--- config.mk ---
export PLATFORM = sky130hd
export DESIGN_NAME = countdown_timer
export DESIGN_NICKNAME = d
export VERILOG_FILES = /design/src/rtl/countdown_timer.sv
export SDC_FILE = /design/constraint.sdc
export NUM_CORES = 1
export LEC_CHECK = 0
export CAP_MARGIN = 20
export CORE_MARGIN = 1
export CORE_UTILIZATION = 55
export DETAILED_ROUTE_END_ITERATION = 16
export DONT_BUFFER_PORTS = 1
export PLACE_DENSITY = 0.79
export SYNTH_ARGS = -nofsm -noshare
export SYNTH_HDL_FRONTEND = slang
export SYNTH_SLANG_ARGS = --single-unit
--- constraint.sdc ---
create_clock -name clock -period 2.2 [get_ports clock]
set_input_delay 0.22 -clock clock [delete_from_list [all_inputs] [get_ports clock]]
set_output_delay 0.22 -clock clock [all_outputs]
set_load 0.01 [all_outputs]
--- src/rtl/countdown_timer.sv ---
// Loadable down-counter with terminal-count pulse and optional auto-reload.
// Sequencing timers use it for one-shot delays and periodic ticks.
module countdown_timer #(
  parameter int Size = 5
) (
  input  logic            clock,
  input  logic            reset,
  input  logic            load,
  input  logic [Size-1:0] load_value,
  input  logic            start,
  input  logic            stop,
  input  logic            pause,
  input  logic            auto_reload,
  output logic [Size-1:0] count,
  output logic            busy,
  output logic            expired
);

  // state | meaning
  // IDLE  | loaded or stopped, count holds, waiting for start
  // RUN   | decrementing once per unpaused edge
  // DONE  | terminal count reached, start reloads from reload_reg
  typedef enum logic [1:0] {IDLE, RUN, DONE} state_t;

  localparam logic [Size-1:0] ZERO = '0;
  localparam logic [Size-1:0] ONE  = {{(Size-1){1'b0}}, 1'b1};

  state_t          state;
  logic [Size-1:0] reload_reg;

  always_ff @(posedge clock or posedge reset) begin
    if (reset) begin
      state      <= IDLE;
      count      <= ZERO;
      reload_reg <= ZERO;
      busy       <= 1'b0;
      expired    <= 1'b0;
    end else begin
      expired <= 1'b0;
      if (load) begin
        count      <= load_value;
        reload_reg <= load_value;
        state      <= IDLE;
        busy       <= 1'b0;
      end else begin
        case (state)
          IDLE: begin
            if (start) begin
              if (count == ZERO) begin
                state   <= DONE;
                expired <= 1'b1;
              end else begin
                state <= RUN;
                busy  <= 1'b1;
              end
            end
          end
          DONE: begin
            if (start) begin
              count <= reload_reg;
              if (reload_reg == ZERO) begin
                expired <= 1'b1;
              end else begin
                state <= RUN;
                busy  <= 1'b1;
              end
            end
          end
          RUN: begin
            if (stop) begin
              state <= IDLE;
              busy  <= 1'b0;
            end else if (!pause) begin
              if (count > ONE) begin
                count <= count - ONE;
              end else begin
                // terminal edge; a zero count here is treated as terminal too
                expired <= 1'b1;
                if (auto_reload && reload_reg != ZERO) begin
                  count <= reload_reg;
                end else begin
                  count <= ZERO;
                  state <= DONE;
                  busy  <= 1'b0;
                end
              end
            end
          end
          default: begin
            state <= IDLE;
            busy  <= 1'b0;
          end
        endcase
      end
    end
  end

endmodule

==> qor.csv <==
stage;metric;value;unit
synthesis;synthArstFlopShare;100.0;%
floorplanning;die_width;41.39;um
hold_path;hp-start;load;
sta;fin_crit_sh;86.63;%
grt;antenna_found_initial;0;
critical_path;r2r_slack;0.29;ns
synthesis;syn_area;853.3;um^2
detailed_routing;antenna_left;0;
critical_path;reg2reg_from;count[1]$_DFFE_PP0P_;
detailed_routing;drc;0;
floorplanning;die_area;1713;um^2
sta;fin_worst_skew;0.002438;ns
hold_path;min_path_type;in2reg;
run_status;run_status;finished, final reports clean;
detailed_routing;wire_per_inst;16.49;um
synthesis;ys_warn_count;0;
floorplanning;fp.dieH;41.39;um
placement;dpl.hpwl;1.316;mm
critical_path;crit_path_cell_trace;inv_1 -> ha_1 -> o21bai_1 -> and2_1 -> a311o_1 -> o31ai_1;
critical_path;crit_family;compound AO/OA/AOI/OAI gates;
cts;cts_tree;done;
finish;area_growth;8.065;%
detailed_routing;drt_first_pass_iters;4;
detailed_routing;vias;709;
synthesis;synth_ff_type;dfrtp_1;
detailed_routing;totalWireLength;1.781;mm
cts;root_buffer;clkbuf_4;
synthesis;synth_cells;88;
power_and_ir_drop;leakagePower;0.0004179;uW
sta;fin_crit;1.906;ns
cts;cts_made_buffers;3;
cts;clk_pin_slew_worst_paths;0.08;ns
floorplanning;num_rows;13;
sta;fmax;524.7;MHz
synthesis;synth_fp_nets;103;
critical_path;cp-start-kind;flip-flop;
critical_path;required;2.38;ns
grt;grt_overflow;0;
placement;place.gp.congestion;0.8293;
critical_path;slowest_delay;0.47;ns
critical_path;worstPathMaxFanout;5;
synthesis;synth_edf_count;0;
grt;grt_usage;26.77;%
power_and_ir_drop;power_density;665.3;nW/um^2
hold_path;min_to;count[3]$_DFFE_PP0P_;
sta;fin_setup_tns;0;ns
finish;antennaDiodeCount;0;
critical_path;arrival;2.09;ns
grt;grt_pass1_vias;722;
placement;dpl_cell_area;879.6;um^2
cts;clkSinkCount;14;
detailed_routing;viasPerCell;6.565;
critical_path;end_kind;flip-flop;
synthesis;yosysUniqueCellTypes;36;
sta;worstMarginPinSlew;0.5419;ns
critical_path;slowest_stage;dfrtp_1;
power_and_ir_drop;power.total;613.5;uW
critical_path;path_class;reg2reg;
grt;grt_max_degree;18;
sta;slew_headroom;63.84;%
sta;hold_viol_final;0;
critical_path;reg2regPathDepth;6;
floorplanning;initial_utilization;62.45;%
grt;grt_pass1_wl;2.939;mm
critical_path;rr_endpoint;count[1]$_DFFE_PP0P_;
floorplanning;coreArea;1366;um^2
cts;cts_resized;0;
critical_path;cp_num_buf_inv;1;
power_and_ir_drop;ir_drop;479.8;uV
synthesis;ys_seq_area_share;41.06;%
finish;drive_above_1_share;12.90;%
detailed_routing;first_iter_violations;28;
floorplanning;io-pin-count;19;
sta;rsz0062_at_grt;false;
run;cap_viol_max_count;0;
placement;io_buffers;0;
finish;fin_area;922.1;um^2
cts;cts_buffer_depth;2;
finish;nets;110;
sta;setup_viol;0;
hold_path;hold-path-cell-count;1;
synthesis;syn_area_per_cell;9.697;um^2
synthesis;synth_seq_cells;14;
sta;finalMaxSlewViolations;0;
cts;htree_levels;1;
cts;clk_latency;0.27;ns
[repair_timing]
item / in CTS / in global routing
hold endpoints to repair: 15 / 0
hold buffers: 2 / 0
buffers inserted: 0 / 0
[power breakdown]
| group | total, uW | switching [uW] | internal (uW) |
|---|---|---|---|
| Combinational | 141 | 72.0 | 68.5 |
| Clock | 142 | 78.7 | 63.4 |
| Sequential | 331 | 44.7 | 286 |
[routing by layer]
layer / GRT usage (%) / vias to the layer above / wire length (um)
met3: 9.043 / 4 / 152
li1: - / 335 / -
met5: 0 / - / 0
met4: 16.13 / 0 / 29
met1: 31.65 / 333 / 801
met2: 41.80 / 37 / 797
[worst reg2reg max path: stages (launching register included)]
cell	delay (ns)
dfrtp_1	0.47
inv_1	0.11
ha_1	0.19
o21bai_1	0.19
and2_1	0.20
a311o_1	0.40
o31ai_1	0.26
[cells by family after synthesis]
kind of cell / share of synthesized area (%)
multiplexers: 7.624
XOR/XNOR: 2.053
buffers and inverters: 3.960
AO/OA/AOI/OAI: 23.17
AND/OR/NAND/NOR: 17.74
flip-flops: 41.06
adder cells (fa/ha/maj): 4.399
[layout make-up]
class / instances / area, um^2
sequential: 14 / 350.3
fill: 120 / 444.2
multi-input combinational: 65 / 469.2
inverter: 7 / 26.28
timing repair buffer: 4 / 35.03
clock buffer: 3 / 22.52
tap: 15 / 18.77
[per-stage QoR]
step | utilization, % | std cells | worst slack (ns) | hold WS [ns]
6_report | 67.49 | 108 | 0.2942 | 0.06862
5_1_grt | 67.49 | 108 | 0.1213 | 0.07841
4_1_cts | 67.49 | 108 | 0.2812 | 0.06905
3_5_place_dp | 64.38 | 103 | 0.3007 | 0.1754
3_3_place_gp | 64.38 | 103 | 0.3967 | 0.1805
2_1_floorplan | - | 88 | 0.4947 | 0.1092
[Yosys cell counts (all sizes together) (3+ instances only)]
master | count | area, um^2
ha | 3 | 37.54
inv | 7 | 26.28
a22oi | 3 | 22.52
nand2 | 4 | 15.01
nor3 | 3 | 15.01
a21oi | 5 | 25.02
dfrtp | 14 | 350.3
o21ai | 7 | 35.03
mux2 | 4 | 45.04
nor2 | 6 | 22.52
[layout by cell type (no fill, tap or decap), types with 2 or more instances in the layout]
cell | Yosys | layout
clkbuf_4 | 0 | 3
o21ai_0 | 6 | 6
a311o_1 | 2 | 2
ha_1 | 3 | 3
and2_1 | 2 | 2
nor2_1 | 6 | 6
o31ai_1 | 2 | 2
mux2_2 | 4 | 4
a211oi_1 | 2 | 2
mux2i_1 | 2 | 2
inv_1 | 7 | 7
dfrtp_1 | 14 | 14
nand2_1 | 4 | 4
a21oi_1 | 5 | 5
dlygate4sd3_1 | 0 | 2
and3b_1 | 2 | 2
a22oi_1 | 3 | 3
nor3_1 | 3 | 3
buf_4 | 0 | 2
[worst max path at each step]
stage	start	slack (ns)	endpoint	cells after the start
after floorplan	count[1]$_DFFE_PP0P_	0.49	count[1]$_DFFE_PP0P_	6
after global placement	count[1]$_DFFE_PP0P_	0.40	count[1]$_DFFE_PP0P_	6
after detailed placement	count[1]$_DFFE_PP0P_	0.30	count[1]$_DFFE_PP0P_	6
after CTS	count[1]$_DFFE_PP0P_	0.28	count[1]$_DFFE_PP0P_	6
after global routing	count[1]$_DFFE_PP0P_	0.12	count[1]$_DFFE_PP0P_	6
final	count[1]$_DFFE_PP0P_	0.29	count[1]$_DFFE_PP0P_	6
No activity file was read; power rests on OpenSTA's default activity.
